$ cat config.mk
export PLATFORM = sky130hd
export DESIGN_NAME = hms_clock_display_flat
export DESIGN_NICKNAME = d
export VERILOG_FILES = /design/src/rtl/hms_clock_pkg.sv /design/src/rtl/hms_clock_display_if.sv /design/src/rtl/bcd_digit_counter.sv /design/src/rtl/hms_clock_display.sv /design/src/flat_wrapper.sv
export SDC_FILE = /design/constraint.sdc
export NUM_CORES = 1
export LEC_CHECK = 0
export ABC_AREA = 1
export BUFFER_PORTS_ARGS = -buffer_cell sky130_fd_sc_hd__buf_2
export CORE_MARGIN = 3
export CORE_UTILIZATION = 40
export DETAILED_ROUTE_END_ITERATION = 12
export GPL_TIMING_DRIVEN = 0
export PLACE_DENSITY_LB_ADDON = 0.05
export SYNTH_ARGS = -nofsm -noshare
export SYNTH_HDL_FRONTEND = slang
export SYNTH_SLANG_ARGS = --single-unit
$ cat constraint.sdc
create_clock -name clock -period 4 [get_ports clock]
set_clock_uncertainty 0.1 [all_clocks]
set_input_delay 0.2 -clock clock [delete_from_list [all_inputs] [get_ports clock]]
set_output_delay 0.2 -clock clock [all_outputs]
set_load 0.005 [all_outputs]
$ cat src/rtl/hms_clock_pkg.sv
// ---------------------------------------------------------------------------
// hms_clock_pkg
// Shared constants and helpers for the HH:MM:SS clock display.
//   SEG_0..SEG_9, SEG_BLANK : active-low 7-segment codes, bit order {g,f,e,d,c,b,a}
//   AN_OFF                  : all eight anodes released (active-low)
//   time_bcd_t              : packed layout of the time_bcd output
//   seg7()                  : 4-bit BCD digit -> active-low segment code
// ---------------------------------------------------------------------------
package hms_clock_pkg;

  localparam logic [6:0] SEG_0     = 7'b1000000;
  localparam logic [6:0] SEG_1     = 7'b1111001;
  localparam logic [6:0] SEG_2     = 7'b0100100;
  localparam logic [6:0] SEG_3     = 7'b0110000;
  localparam logic [6:0] SEG_4     = 7'b0011001;
  localparam logic [6:0] SEG_5     = 7'b0010010;
  localparam logic [6:0] SEG_6     = 7'b0000010;
  localparam logic [6:0] SEG_7     = 7'b1111000;
  localparam logic [6:0] SEG_8     = 7'b0000000;
  localparam logic [6:0] SEG_9     = 7'b0011000;
  localparam logic [6:0] SEG_BLANK = 7'b1111111;

  localparam logic [7:0] AN_OFF = 8'hFF;

  typedef struct packed {
    logic [3:0] hr_t;
    logic [3:0] hr_o;
    logic [3:0] min_t;
    logic [3:0] min_o;
    logic [3:0] sec_t;
    logic [3:0] sec_o;
  } time_bcd_t;

  // Codes 10..15 are not decimal digits and show as a dark digit.
  function automatic logic [6:0] seg7(input logic [3:0] d);
    logic [6:0] s;
    case (d)
      4'd0:    s = SEG_0;
      4'd1:    s = SEG_1;
      4'd2:    s = SEG_2;
      4'd3:    s = SEG_3;
      4'd4:    s = SEG_4;
      4'd5:    s = SEG_5;
      4'd6:    s = SEG_6;
      4'd7:    s = SEG_7;
      4'd8:    s = SEG_8;
      4'd9:    s = SEG_9;
      default: s = SEG_BLANK;
    endcase
    return s;
  endfunction

endpackage

$ cat src/rtl/hms_clock_display_if.sv
// ---------------------------------------------------------------------------
// hms_clock_display_if
// Control and display signals of the clock display, bundled.
//   run, set_min, set_hr : controls into the clock (set_* are 1-cycle pulses)
//   AN, C                : active-low anode one-hot and segment pins
//   tick_1hz, time_bcd   : applied-second pulse and current time in BCD
// master = the side driving the controls; slave = the clock itself.
// ---------------------------------------------------------------------------
interface hms_clock_display_if;
  import hms_clock_pkg::*;

  logic        run;
  logic        set_min;
  logic        set_hr;
  logic [7:0]  AN;
  logic [6:0]  C;
  logic        tick_1hz;
  time_bcd_t   time_bcd;

  modport master (
    output run, set_min, set_hr,
    input  AN, C, tick_1hz, time_bcd
  );

  modport slave (
    input  run, set_min, set_hr,
    output AN, C, tick_1hz, time_bcd
  );

endinterface

$ cat src/rtl/bcd_digit_counter.sv
// ---------------------------------------------------------------------------
// bcd_digit_counter
// One BCD digit counting 0..MOD-1.
//   clock, reset : rising-edge clock, asynchronous active-high reset (-> 0)
//   inc          : advance by one this cycle
//   clr          : force to 0 (wins over inc)
//   value        : current digit
//   carry        : combinational, high when inc wraps the digit back to 0
// ---------------------------------------------------------------------------
module bcd_digit_counter
  import hms_clock_pkg::*;
#(
  parameter int MOD = 10
) (
  input  logic       clock,
  input  logic       reset,
  input  logic       inc,
  input  logic       clr,
  output logic [3:0] value,
  output logic       carry
);

  localparam logic [3:0] LAST = 4'(MOD - 1);

  logic [3:0] value_q, value_d;

  assign carry = inc && (value_q == LAST);
  assign value = value_q;

  always_comb begin
    value_d = value_q;
    if (clr) begin
      value_d = 4'd0;
    end else if (inc) begin
      value_d = (value_q == LAST) ? 4'd0 : value_q + 4'd1;
    end
  end

  always_ff @(posedge clock or posedge reset) begin
    if (reset) value_q <= 4'd0;
    else       value_q <= value_d;
  end

endmodule

$ cat src/rtl/hms_clock_display.sv
// ---------------------------------------------------------------------------
// hms_clock_display
// HH:MM:SS (or MM:SS) real-time clock driving a multiplexed 8-digit
// 7-segment display. Everything runs on the board clock; the 1 Hz rate and
// the digit scan rate are single-cycle enables, not derived clocks.
//   clock : board clock, rising edge
//   reset : asynchronous, active-high; clears all state
//   bus   : slave side of hms_clock_display_if
//           run      - 1 = prescaler and time advance, 0 = both hold
//           set_min  - pulse: minutes +1 (no carry), seconds -> 00, eats a same-cycle tick
//           set_hr   - pulse: hours +1 (ignored with 4 digits)
//           AN, C    - registered active-low anodes / segments
//           tick_1hz - one cycle high for each applied second tick
//           time_bcd - {hr_t,hr_o,min_t,min_o,sec_t,sec_o}
// ---------------------------------------------------------------------------
module hms_clock_display
  import hms_clock_pkg::*;
#(
  parameter int TICK_DIV   = 100_000_000,
  parameter int SCAN_DIV   = 62_500,
  parameter int NUM_DIGITS = 6,
  parameter int H24        = 1
) (
  input  logic               clock,
  input  logic               reset,
  hms_clock_display_if.slave bus
);

  if (!(NUM_DIGITS == 4 || NUM_DIGITS == 6)) begin : g_bad_num_digits
    $error("hms_clock_display: NUM_DIGITS must be 4 or 6");
  end

  localparam int PW = (TICK_DIV > 1) ? $clog2(TICK_DIV) : 1;
  localparam int SW = (SCAN_DIV > 1) ? $clog2(SCAN_DIV) : 1;

  // A 12-hour clock has no hour 00, so it powers up at 12.
  localparam logic [7:0] HR_RESET = (NUM_DIGITS == 6 && H24 == 0) ? 8'h12 : 8'h00;

  // ---------------- second prescaler ----------------
  logic [PW-1:0] presc_q, presc_d;
  logic          tick;
  logic          tick_apply;

  assign tick       = bus.run && (presc_q == PW'(TICK_DIV - 1));
  // set_min restarts the seconds, so a coincident tick is dropped.
  assign tick_apply = tick && !bus.set_min;

  always_comb begin
    presc_d = presc_q;
    if (bus.run) presc_d = tick ? '0 : presc_q + PW'(1);
  end

  // ---------------- seconds / minutes ----------------
  logic [3:0] sec_o_val, sec_t_val, min_o_val, min_t_val;
  logic       sec_o_carry, sec_t_carry, min_o_carry, min_t_carry;
  logic       hour_carry;

  bcd_digit_counter #(.MOD(10)) u_sec_o (
    .clock(clock), .reset(reset), .inc(tick_apply), .clr(bus.set_min),
    .value(sec_o_val), .carry(sec_o_carry)
  );

  bcd_digit_counter #(.MOD(6)) u_sec_t (
    .clock(clock), .reset(reset), .inc(sec_o_carry), .clr(bus.set_min),
    .value(sec_t_val), .carry(sec_t_carry)
  );

  bcd_digit_counter #(.MOD(10)) u_min_o (
    .clock(clock), .reset(reset), .inc(sec_t_carry || bus.set_min), .clr(1'b0),
    .value(min_o_val), .carry(min_o_carry)
  );

  bcd_digit_counter #(.MOD(6)) u_min_t (
    .clock(clock), .reset(reset), .inc(min_o_carry), .clr(1'b0),
    .value(min_t_val), .carry(min_t_carry)
  );

  // A minute wrap caused by set_min must not reach the hours.
  assign hour_carry = min_t_carry && !bus.set_min;

  // ---------------- hours ----------------
  logic [7:0] hr_q, hr_d;

  function automatic logic [7:0] bcd_pair_inc(input logic [7:0] h);
    if (h[3:0] == 4'd9) return {h[7:4] + 4'd1, 4'd0};
    return {h[7:4], h[3:0] + 4'd1};
  endfunction

  function automatic logic [7:0] hr_step(input logic [7:0] h);
    if (H24 != 0) return (h == 8'h23) ? 8'h00 : bcd_pair_inc(h);
    return (h == 8'h12) ? 8'h01 : bcd_pair_inc(h);
  endfunction

  // set_hr and a carry in the same cycle are two separate hour steps.
  always_comb begin
    hr_d = hr_q;
    if (NUM_DIGITS == 6) begin
      if (bus.set_hr) hr_d = hr_step(hr_d);
      if (hour_carry) hr_d = hr_step(hr_d);
    end
  end

  // ---------------- display scan ----------------
  logic [SW-1:0] scan_q, scan_d;
  logic [2:0]    dig_q, dig_d;
  logic          scan_wrap;
  logic [3:0]    cur_digit;
  logic [7:0]    an_q, an_d;
  logic [6:0]    c_q, c_d;
  logic          tick_q;

  assign scan_wrap = (scan_q == SW'(SCAN_DIV - 1));

  always_comb begin
    scan_d = scan_wrap ? '0 : scan_q + SW'(1);
    dig_d  = dig_q;
    if (scan_wrap) dig_d = (dig_q == 3'(NUM_DIGITS - 1)) ? 3'd0 : dig_q + 3'd1;
  end

  always_comb begin
    cur_digit = 4'hF;
    case (dig_q)
      3'd0:    cur_digit = sec_o_val;
      3'd1:    cur_digit = sec_t_val;
      3'd2:    cur_digit = min_o_val;
      3'd3:    cur_digit = min_t_val;
      3'd4:    cur_digit = hr_q[3:0];
      3'd5:    cur_digit = hr_q[7:4];
      default: cur_digit = 4'hF;
    endcase
  end

  // Anode and segments come from the same dig_q sample and are registered
  // together, so they can never disagree about which digit is lit.
  always_comb begin
    an_d = AN_OFF & ~(8'd1 << dig_q);
    c_d  = seg7(cur_digit);
  end

  // ---------------- state ----------------
  always_ff @(posedge clock or posedge reset) begin
    if (reset) begin
      presc_q <= '0;
      hr_q    <= HR_RESET;
      scan_q  <= '0;
      dig_q   <= 3'd0;
      an_q    <= AN_OFF;
      c_q     <= SEG_BLANK;
      tick_q  <= 1'b0;
    end else begin
      presc_q <= presc_d;
      hr_q    <= hr_d;
      scan_q  <= scan_d;
      dig_q   <= dig_d;
      an_q    <= an_d;
      c_q     <= c_d;
      tick_q  <= tick_apply;
    end
  end

  assign bus.AN       = an_q;
  assign bus.C        = c_q;
  assign bus.tick_1hz = tick_q;
  assign bus.time_bcd = {hr_q, min_t_val, min_o_val, sec_t_val, sec_o_val};

endmodule

$ cat src/flat_wrapper.sv
// flat-port wrapper written by rule: the top's interface ports become plain ports
module hms_clock_display_flat import hms_clock_pkg::*;
#(
  parameter int TICK_DIV   = 100_000_000,
  parameter int SCAN_DIV   = 62_500,
  parameter int NUM_DIGITS = 6,
  parameter int H24        = 1
)
  (clock, reset, bus_run, bus_set_min, bus_set_hr, bus_AN, bus_C, bus_tick_1hz, bus_time_bcd);
  hms_clock_display_if bus_i ();
  input  logic clock;
  input  logic reset;
  input wire logic [$bits(bus_i.run)-1:0] bus_run;
  input wire logic [$bits(bus_i.set_min)-1:0] bus_set_min;
  input wire logic [$bits(bus_i.set_hr)-1:0] bus_set_hr;
  output wire logic [$bits(bus_i.AN)-1:0] bus_AN;
  output wire logic [$bits(bus_i.C)-1:0] bus_C;
  output wire logic [$bits(bus_i.tick_1hz)-1:0] bus_tick_1hz;
  output wire logic [$bits(bus_i.time_bcd)-1:0] bus_time_bcd;
  assign bus_i.run = bus_run;
  assign bus_i.set_min = bus_set_min;
  assign bus_i.set_hr = bus_set_hr;
  assign bus_AN = bus_i.AN;
  assign bus_C = bus_i.C;
  assign bus_tick_1hz = bus_i.tick_1hz;
  assign bus_time_bcd = bus_i.time_bcd;
  hms_clock_display #(.TICK_DIV(TICK_DIV), .SCAN_DIV(SCAN_DIV), .NUM_DIGITS(NUM_DIGITS), .H24(H24)) u_core (.clock(clock), .reset(reset), .bus(bus_i));
endmodule
======== Word-level counts from Yosys, hierarchy flattened ========
Memories as Yosys holds them, arrays and structs flattened. A register that Yosys moved wholly into a read port is not among the register bits.
Index checks and enable logic that the tools add are counted.
operators by class
  $add $sub $neg .......................... 11
  equal/unequal tests ..................... 17
  shift operators ......................... 1
  multiplexer cells ....................... 36
  bitwise logic cells ..................... 1
  reduce and logical (&&, ||, !) cells .... 12
operators by type and width
  operator                                         number
  2-to-1 mux 8 bit                                 14
  adder 4 x 1 -> 4 bit, second input constant      8
  2-to-1 mux 4 bit                                 8
  adder 27 x 1 -> 27 bit, second input constant    1
  == test 27 bit, second input constant            1
  2-to-1 mux 27 bit                                1
  one-hot mux 4 bit (6 select lines)               1
  adder 16 x 1 -> 16 bit, second input constant    1
  == test 16 bit, second input constant            1
  == test 4 bit, second input constant             4
  == test 8 x 5 -> 1 bit, second input constant    2
  == test 8 x 6 -> 1 bit, second input constant    2
  2-to-1 mux 16 bit                                1
  2-to-1 mux 1 bit                                 10
  == test 4 x 3 -> 1 bit, second input constant    2
  NOT 8 bit                                        1
  << shifter 1 x 3 -> 8 bit, first input constant  1
  logical AND 1 bit                                7
  == test 3 x 2 -> 1 bit, second input constant    2
  == test 3 bit, second input constant             2
  nonzero test 2 bit                               2
  adder 3 x 1 -> 3 bit, second input constant      1
  == test 3 x 1 -> 1 bit, second input constant    1
  logical NOT 3 bit                                1
  3 further kinds                                  3
word-level totals
  register bits after elaboration ......... 79
  ROM bits ................................ 112
  logic and storage cells ................. 89
  memories kept ........................... 1
memories
  name              depth  bits a word  rd ports  clocked after memory_dff  wr ports  RTL line             RTL
  (name not given)  16     7            1         1                         0         hms_clock_pkg.sv:37  case (d)

======== Longest topological paths before layout ========
Gate-level depths: netlist of the first run.
  depth after elaboration ................. 16
  mapped depth ............................ 17

======== By module ========
A second synthesis of the first run with hierarchy kept.
second synthesis, totals
  cell total of the unflattened synthesis .. 772
  area total of the unflattened synthesis .. 5566.6 um^2
by module, submodules not included
  module                                  times used  cells an instance  area an instance (um^2)  sequential area each (um^2)
  hms_clock_display                       1           616                4495.6                   1770.4
  bcd_digit_counter (u_core.u_min_o ...)  2           37                 269.0                    100.1
  bcd_digit_counter (u_core.u_min_t ...)  2           41                 266.5                    100.1

======== Least setup slack after synthesis of the first run ========
OpenSTA, ideal clock, no wires.
  path type ............................... flip-flop to flip-flop
  start point ............................. register u_core.dig_q[1]
  end point ............................... register u_core.c_q[0], in the netlist u_core.bus.C[0]
  setup time .............................. 0.092 ns
  arrival time ............................ 2.089 ns
  data required time ...................... 3.808 ns
  slack ................................... 1.719 ns
  cell stages (with the launch flop) ...... 12
  period minus slack after synthesis ...... 2.281 ns
  path through ............................ dfrtp_1 > nand2_1 > inv_1 > ha_1 > inv_1 > o221ai_1 > nor4_1 > inv_1 > ha_1 > or2_2 > nand2_1 > o21ai_1
on the way
  word-level cells in the longest chain between the ends .. 2
  elaborated cells on any way between the ends .. 7
  classes of those cells .................. eq/ne: 5; mux: 1; reduce/logical: 1
RTL lines
  item                                    RTL line                  RTL
  start: declaration                      hms_clock_display.sv:105  logic [2:0] dig_q, dig_d;
  start signal: assignment                hms_clock_display.sv:154  dig_q <= dig_d;
  == test 3 bit (tied with other cells)   hms_clock_display.sv:122  case (dig_q)
  one-hot mux 4 bit (6 select lines) (*)  hms_clock_display.sv:122
  end: declaration                        hms_clock_display.sv:109  logic [6:0] c_q, c_d;
Every way passes the cells marked *; elsewhere a longest branch is shown, timed or not.
A chain may end at the register's enable or synchronous reset.

======== Final worst setup path of the first run ========
Ends and elaborated chain as after synthesis.

==> results of run 1 <==
==> routing by layer <==
metal	part of all wire (%)	global-route usage, %	wire (µm)	up-vias
li1	-	-	-	2361
met1	46	22.6	5740	2125
met2	50	31.8	6140	64
met3	3.0	4.05	367	12
met4	1.1	5.73	137	0
met5	0	0	0	-
==> worst min-delay path by stage <==
stage / endpoint / from / slack [ns] / cells after the start
2_1_floorplan: u_core.scan_q[0] / u_core.scan_q[0] / 0.33 / 1
3_3_place_gp: u_core.scan_q[0] / u_core.scan_q[0] / 0.35 / 1
3_5_place_dp: u_core.presc_q[20] / reset / 0.09 / 2
4_1_cts: u_core.presc_q[22] / bus_run / 0.22 / 4
5_1_grt: u_core.presc_q[22] / bus_run / 0.25 / 4
6_report: u_core.presc_q[22] / bus_run / 0.21 / 4
==> final cells by class <==
cell class                      instances  share of cell area [%]
Tap cell                              168                    3.54
Sequential cell                        86                    36.5
Inverter                              118                    7.50
Timing Repair Buffer                   44                    4.17
Clock inverter                          6                    1.20
Clock buffer                           10                    3.85
Multi-Input combinational cell        490                    42.9
Buffer                                  4                   0.274
==> kinds of logic (layout without fill, tap and decap cells) <==
family | count (synthesis) | in the layout
adders and majority gates | 21 | 21
DFF | 86 | 86
muxes | 1 | 1
AOI/OAI and AO/OA | 61 | 61
and+or+nand+nor | 388 | 388
buffers and inverters | 122 | 182
xor gates and xnor gates | 19 | 19
==> worst min-delay path, stage by stage <==
cell      delay, ns
buf_2          0.11
clkinv_1       0.18
nand2_1        0.07
nand2_1        0.06
==> what timing repair did <==
action	in CTS	in global routing
resized for setup	0	0
endpoints found under the hold margin	20	0
hold buffers	1	0
==> sequential cells by signal, indices dropped and copies added, names as in the netlist <==
signal and cells:
u_core.hr_q 8, u_core.dig_q 3, u_core.bus.C 7, u_core.bus.tick_1hz 1
u_core.u_min_o.value 4, u_core.bus.AN 8, u_core.u_min_t.value 4, u_core.u_sec_o.value 4
u_core.u_sec_t.value 4, u_core.presc_q 27, u_core.scan_q 16
==> layout by cell type (no fill, tap or decap), types with 4 or more instances in the layout <==
cell	instances
nand2_1	178
inv_1	109
nor2_1	81
dfrtp_1	71
nand3_1	46
buf_2	43
nand4_1	32
ha_1	21
o21ai_0	18
xor2_1	17
nor3_1	16
dfstp_2	15
a21oi_1	13
nor4_1	12
o22ai_1	9
clkbuf_16	9
inv_2	6
or2_2	6
o21ai_1	6
o21bai_1	5
nor2_2	4
==> metrics by stage <==
stage | instances | hold WS [ns] | cell area [µm²]
after floorplan | 698 | 0.333 | 5180
after detailed placement | 909 | 0.0894 | 5630
after global placement | 908 | 0.354 | 5600
after CTS | 926 | 0.216 | 5940
final | 926 | 0.211 | 5940
after global routing | 926 | 0.246 | 5940
==> power groups by stage <==
stage | clock network [mW] | registers [mW] | logic (mW)
detailed placement | 0 | 1.12 | 0.663
finish | 0.859 | 1.10 | 0.664
CTS | 0.896 | 1.10 | 0.669
global placement | 0 | 1.11 | 0.649
global route | 0.924 | 1.12 | 0.782
floorplan | 0 | 1.09 | 0.482
==> flow_summary_export.csv, run 1 <==
group,metric,value,unit
finish,nFillCells,1262,
global_route,grt_pass1_wl,21200,µm
routing,drt_iter0_markers,237,
routing,drc,0,
critical_path,worst_path_most_repeated_cell,"inv_1",
critical_path,path_cells,"nand2_1 > inv_1 > ha_1 > inv_1 > o221ai_1 > nor4_1 > inv_1 > ha_1 > or2_2 > nand2_1 > o21ai_1",
power,power_switching,0.913,mW
finish,final_nets,779,
floorplanning,dieWidth,120,µm
logic_synthesis,synth-compound-area-share,7.13,%
global_route,grt_max_degree,67,
critical_path,r2r_start,"u_core.dig_q[1]",
critical_path,crit_path_start_kind,"flip-flop",
cts,clk_latency,0.35,ns
timing,drv_slew,0,
finish,fin_util,48.3,%
critical_path,reg2reg_depth,11,
timing,worst_slack,1.35,ns
power,irDropWorstVdd,0.297,mV
logic_synthesis,synth_top_family_by_area,"simple AND/OR/NAND/NOR gates",
logic_synthesis,netlist_area,0.00518,mm²
finish,register_area,0.00217,mm²
routing,final_antenna_net_count,0,
logic_synthesis,synth_edf_count,0,
placement,hpwl,9490,µm
logic_synthesis,synth.avg_cell_area,7.42,µm²
logic_synthesis,synth_xor_area_share,3.21,%
cts,cts.htree.levels,3,
routing,drt-vias-per-instance,4.93,
min_path,hold_path_class,"in -> reg",
logic_synthesis,yosys_warnings,0,
critical_path,crit_end,"u_core.bus.C[0]",
global_route,antenna_found_initial,0,
placement,place_ws,1.38,ns
logic_synthesis,ys.flop_type,"dfrtp_1",
floorplanning,die_y,120,µm
cts,cts.reportedPaths.clkPinSlew,0.07,ns
timing,worstMarginPinSlew,0.769,ns
logic_synthesis,synth.top_cells.by_count,"nand2_1, inv_1, nor2_1, dfrtp_1, nand3_1",
cts,cts_tree,"built",
timing,setup_tns,0,ns
logic_synthesis,synth_cell_types,42,
power,power.density,442,mW/mm²
critical_path,cp-end-kind,"flip-flop",
power,leakagePower,3.06,nW
timing,period_share,66.3,%
logic_synthesis,seq_area_frac_synth,41.9,%
critical_path,critPathSlowestCell,"nor4_1",
finish,n_antenna_cell,0,
logic_synthesis,syn-num-nets,724,
logic_synthesis,synth_fa_ha_area_share,5.07,%
logic_synthesis,ys_top_cells_by_area,"dfrtp_1, nand2_1, inv_1",
routing,vias,4562,
logic_synthesis,synth_mux_area_share,0.193,%
floorplanning,rows,40,
cts,cts.sinks,86,
critical_path,r2r_setup_slack,1.35,ns
power,p_comb_share,25.3,%
timing,final.min_clock_period,2.65,ns
critical_path,crit_family,"simple AND/OR/NAND/NOR gates",
routing,wl_per_cell,13.4,µm
critical_path,r2r-end,"u_core.bus.C[0]",
finish,area_growth,14.7,%
routing,wl,12400,µm
power,intPower,1.71,mW
floorplanning,die_area,0.0144,mm²
cts,clockBufferDepth,2,
critical_path,crit_buf_inv,3,
floorplanning,initial_utilization,42.1,%
global_route,first_global_vias,4469,
power,power.share.clock,32.7,%
critical_path,path_depth,11,
power,swShare,34.8,%
critical_path,startpoint,"u_core.dig_q[1]",
power,seqPwrFrac,41.9,%
critical_path,critPathMaxFanout,7,
critical_path,worstSetupPathType,"reg -> reg",
floorplanning,ios,45,
timing,max_slew_margin,48.3,%
timing,hold_violations,0,
run,maxCapViolCount,0,
logic_synthesis,synth_simple_gate_area_share,33.6,%
logic_synthesis,yosys.area.top_type,"dfrtp_1",
timing,max_freq,377,MHz
global_route,track_usage,18.3,%
timing,rsz0062_at_grt,"false",
critical_path,cp.arrival,2.82,ns
placement,io_buffers,42,
critical_path,cp.required,4.16,ns
power,p_total,2.62,mW
global_route,grt_overflow,0,
finish,multi_input_area,0.00255,mm²
logic_synthesis,synthArstFlopShare,100,%
logic_synthesis,synth-seq-cells,86,
timing,finalSetupViolCount,0,
cts,post_cts_buffers,0,
routing,dr.pass1.iters,4,
critical_path,cpPeakStageDelay,0.61,ns
floorplanning,core-area,0.0123,mm²
status,status,"finished, final reports clean",
logic_synthesis,synth_most_common_cell,"nand2_1",
logic_synthesis,synth_cells,698,
cts,cts_root_buf,"clkbuf_16",
logic_synthesis,synth_top_area_share,34.3,%
placement,gp_congestion,0.859,
cts,numCtsBuffers,9,
finish,drive_above_1_share,13.2,%
Note: power is estimated with default switching activity, not from simulation.
==> inputs of run 2 (changes only) <==
==> constraint.sdc (replaced) <==
create_clock -name clock -period 2.3 [get_ports clock]
set_clock_uncertainty 0.1 [all_clocks]
set_input_delay 0.115 -clock clock [delete_from_list [all_inputs] [get_ports clock]]
set_output_delay 0.115 -clock clock [all_outputs]
set_load 0.005 [all_outputs]
==> flow_summary_export.csv, run 2 (synthesized netlist as in run 1, its figures left out) <==
group,metric,value,unit
critical_path,cpPeakStageDelay,0.47,ns
finish,area_growth,21.6,%
timing,max_freq,450,MHz
finish,top_regs,"u_core.presc_q: 27 flops, u_core.scan_q: 16 flops",
cts,cts.sinks,86,
floorplanning,die_area,0.0144,mm²
routing,wl_per_cell,14.0,µm
status,status,"finished, final reports clean",
cts,cts_root_buf,"clkbuf_16",
run,maxCapViolCount,0,
routing,drt-vias-per-instance,5.03,
cts,cts.reportedPaths.clkPinSlew,0.06,ns
placement,io_buffers,42,
floorplanning,die_y,120,µm
floorplanning,ios,45,
global_route,grt_overflow,0,
timing,period_share,96.6,%
routing,final_antenna_net_count,0,
finish,final_nets,796,
power,irDropWorstVdd,0.468,mV
critical_path,worst_path_most_repeated_cell,"nand2_1",
power,p_comb_share,29.6,%
finish,final_cell_mix,"nand2_1, inv_1, nor2_1",
global_route,grt_max_degree,40,
cts,clockBufferDepth,2,
power,p_total,5.14,mW
power,seqPwrFrac,37.9,%
timing,hold_violations,0,
timing,worstMarginPinSlew,0.538,ns
finish,n_antenna_cell,0,
power,intPower,3.37,mW
min_path,hold_path_class,"in -> reg",
power,power_switching,1.77,mW
global_route,first_global_vias,4390,
finish,largest_register_ffs,27,
timing,finalSetupViolCount,0,
power,leakagePower,3.19,nW
finish,drive_above_1_share,19.4,%
routing,wl,13200,µm
critical_path,critPathMaxFanout,6,
floorplanning,rows,40,
finish,top_register,"u_core.presc_q",
cts,cts.htree.levels,3,
global_route,track_usage,18.8,%
global_route,antenna_found_initial,0,
cts,numCtsBuffers,9,
global_route,grt_pass1_wl,21700,µm
critical_path,cp.required,2.44,ns
critical_path,cp.arrival,2.36,ns
critical_path,cp-end-kind,"flip-flop",
critical_path,path_cells,"inv_4 > ha_4 > nand4_1 > nand2_1 > nand3_1 > inv_2 > ha_1 > nand2_1 > nor2_2 > nand3_2 > nor2_4 > nor2_1 > nand2_1 > nand2_1",
floorplanning,initial_utilization,42.1,%
placement,postPlaceCellArea,0.00564,mm²
finish,final_common_cell,"nand2_1",
cts,cts_tree,"built",
routing,vias,4741,
power,power.density,816,mW/mm²
power,swShare,34.4,%
critical_path,crit_path_start_kind,"flip-flop",
routing,drt_iter0_markers,233,
critical_path,worstSetupPathType,"reg -> reg",
finish,final_area,0.00630,mm²
routing,dr.pass1.iters,4,
placement,hpwl,9800,µm
timing,drv_slew,0,
routing,drc,0,
timing,final.min_clock_period,2.22,ns
floorplanning,core-area,0.0123,mm²
finish,finalNonFillerCells,943,
timing,worst_slack,0.0777,ns
timing,max_slew_margin,64.1,%
finish,fin_util,51.2,%
placement,gp_congestion,0.858,
placement,dp.cells,910,
cts,clk_latency,0.35,ns
critical_path,critPathSlowestCell,"dfrtp_2",
floorplanning,dieWidth,120,µm
placement,place_ws,-0.544,ns
power,power.share.clock,32.6,%
run 2: path summary, 6_finish.rpt:
check | from | to | slack (ns) | cells past startpoint
worst min register to register | u_core.scan_q[0] | u_core.scan_q[0] | 0.37 | 1
max in group asynchronous | reset | u_core.bus.AN[0] | 1.11 | 5
worst min-delay path | bus_set_min | u_core.bus.tick_1hz | 0.12 | 2
min in group asynchronous | reset | u_core.scan_q[0] | 0.17 | 3
worst max register to register | u_core.hr_q[1] | u_core.hr_q[1] | 0.08 | 14
worst max-delay path | u_core.hr_q[1] | u_core.hr_q[1] | 0.08 | 14
run 2: cell type report:
cell class,count,area (µm²)
well taps,168,210
repair buffers,61,380
inverters,118,449
fillers,1187,6010
clock inverters,4,76.3
plain buffers,4,16.3
multi-input cells,490,2720
clock buffers,12,267
flip-flops and latches,86,2180
run 2: layer usage:
layer | share of wire [%] | GRT usage, %
met1 | 50 | 27.1
met2 | 44 | 28.4
met3 | 4.5 | 3.20
met4 | 1.4 | 7.09
met5 | 0 | 0
run 2: repair_timing:
action / CTS / global route
endpoints found under the setup margin: 14 / 19
pin swaps: 3 / 17
hold endpoints to repair: 34 / 0
setup buffers: 4 / 12
resized for setup: 15 / 30
hold buffers: 1 / 0
run 2: critical path, delay by kind of cell, from the launching register on:
family | cells | cell delay (ns)
simple gates | 10 | 1.03
fa+ha+maj | 2 | 0.29
flops | 1 | 0.47
buf+inv | 2 | 0.21
run 2: power groups by stage:
stage                     combinational (mW)  sequential (mW)  clock (mW)
after floorplan                        0.838             1.90           0
after global placement                  1.15             1.94           0
after detailed placement                1.18             1.95           0
after CTS                               1.30             1.92        1.73
after global routing                    1.70             1.98        1.77
final                                   1.52             1.95        1.68
run 2: through the flow:
step                TNS (ns)  hold WS [ns]
floorplan                  0         0.260
global route          -0.120         0.168
finish                     0         0.120
CTS                        0         0.120
detailed placement     -3.72       0.00613
global placement       -2.82         0.358
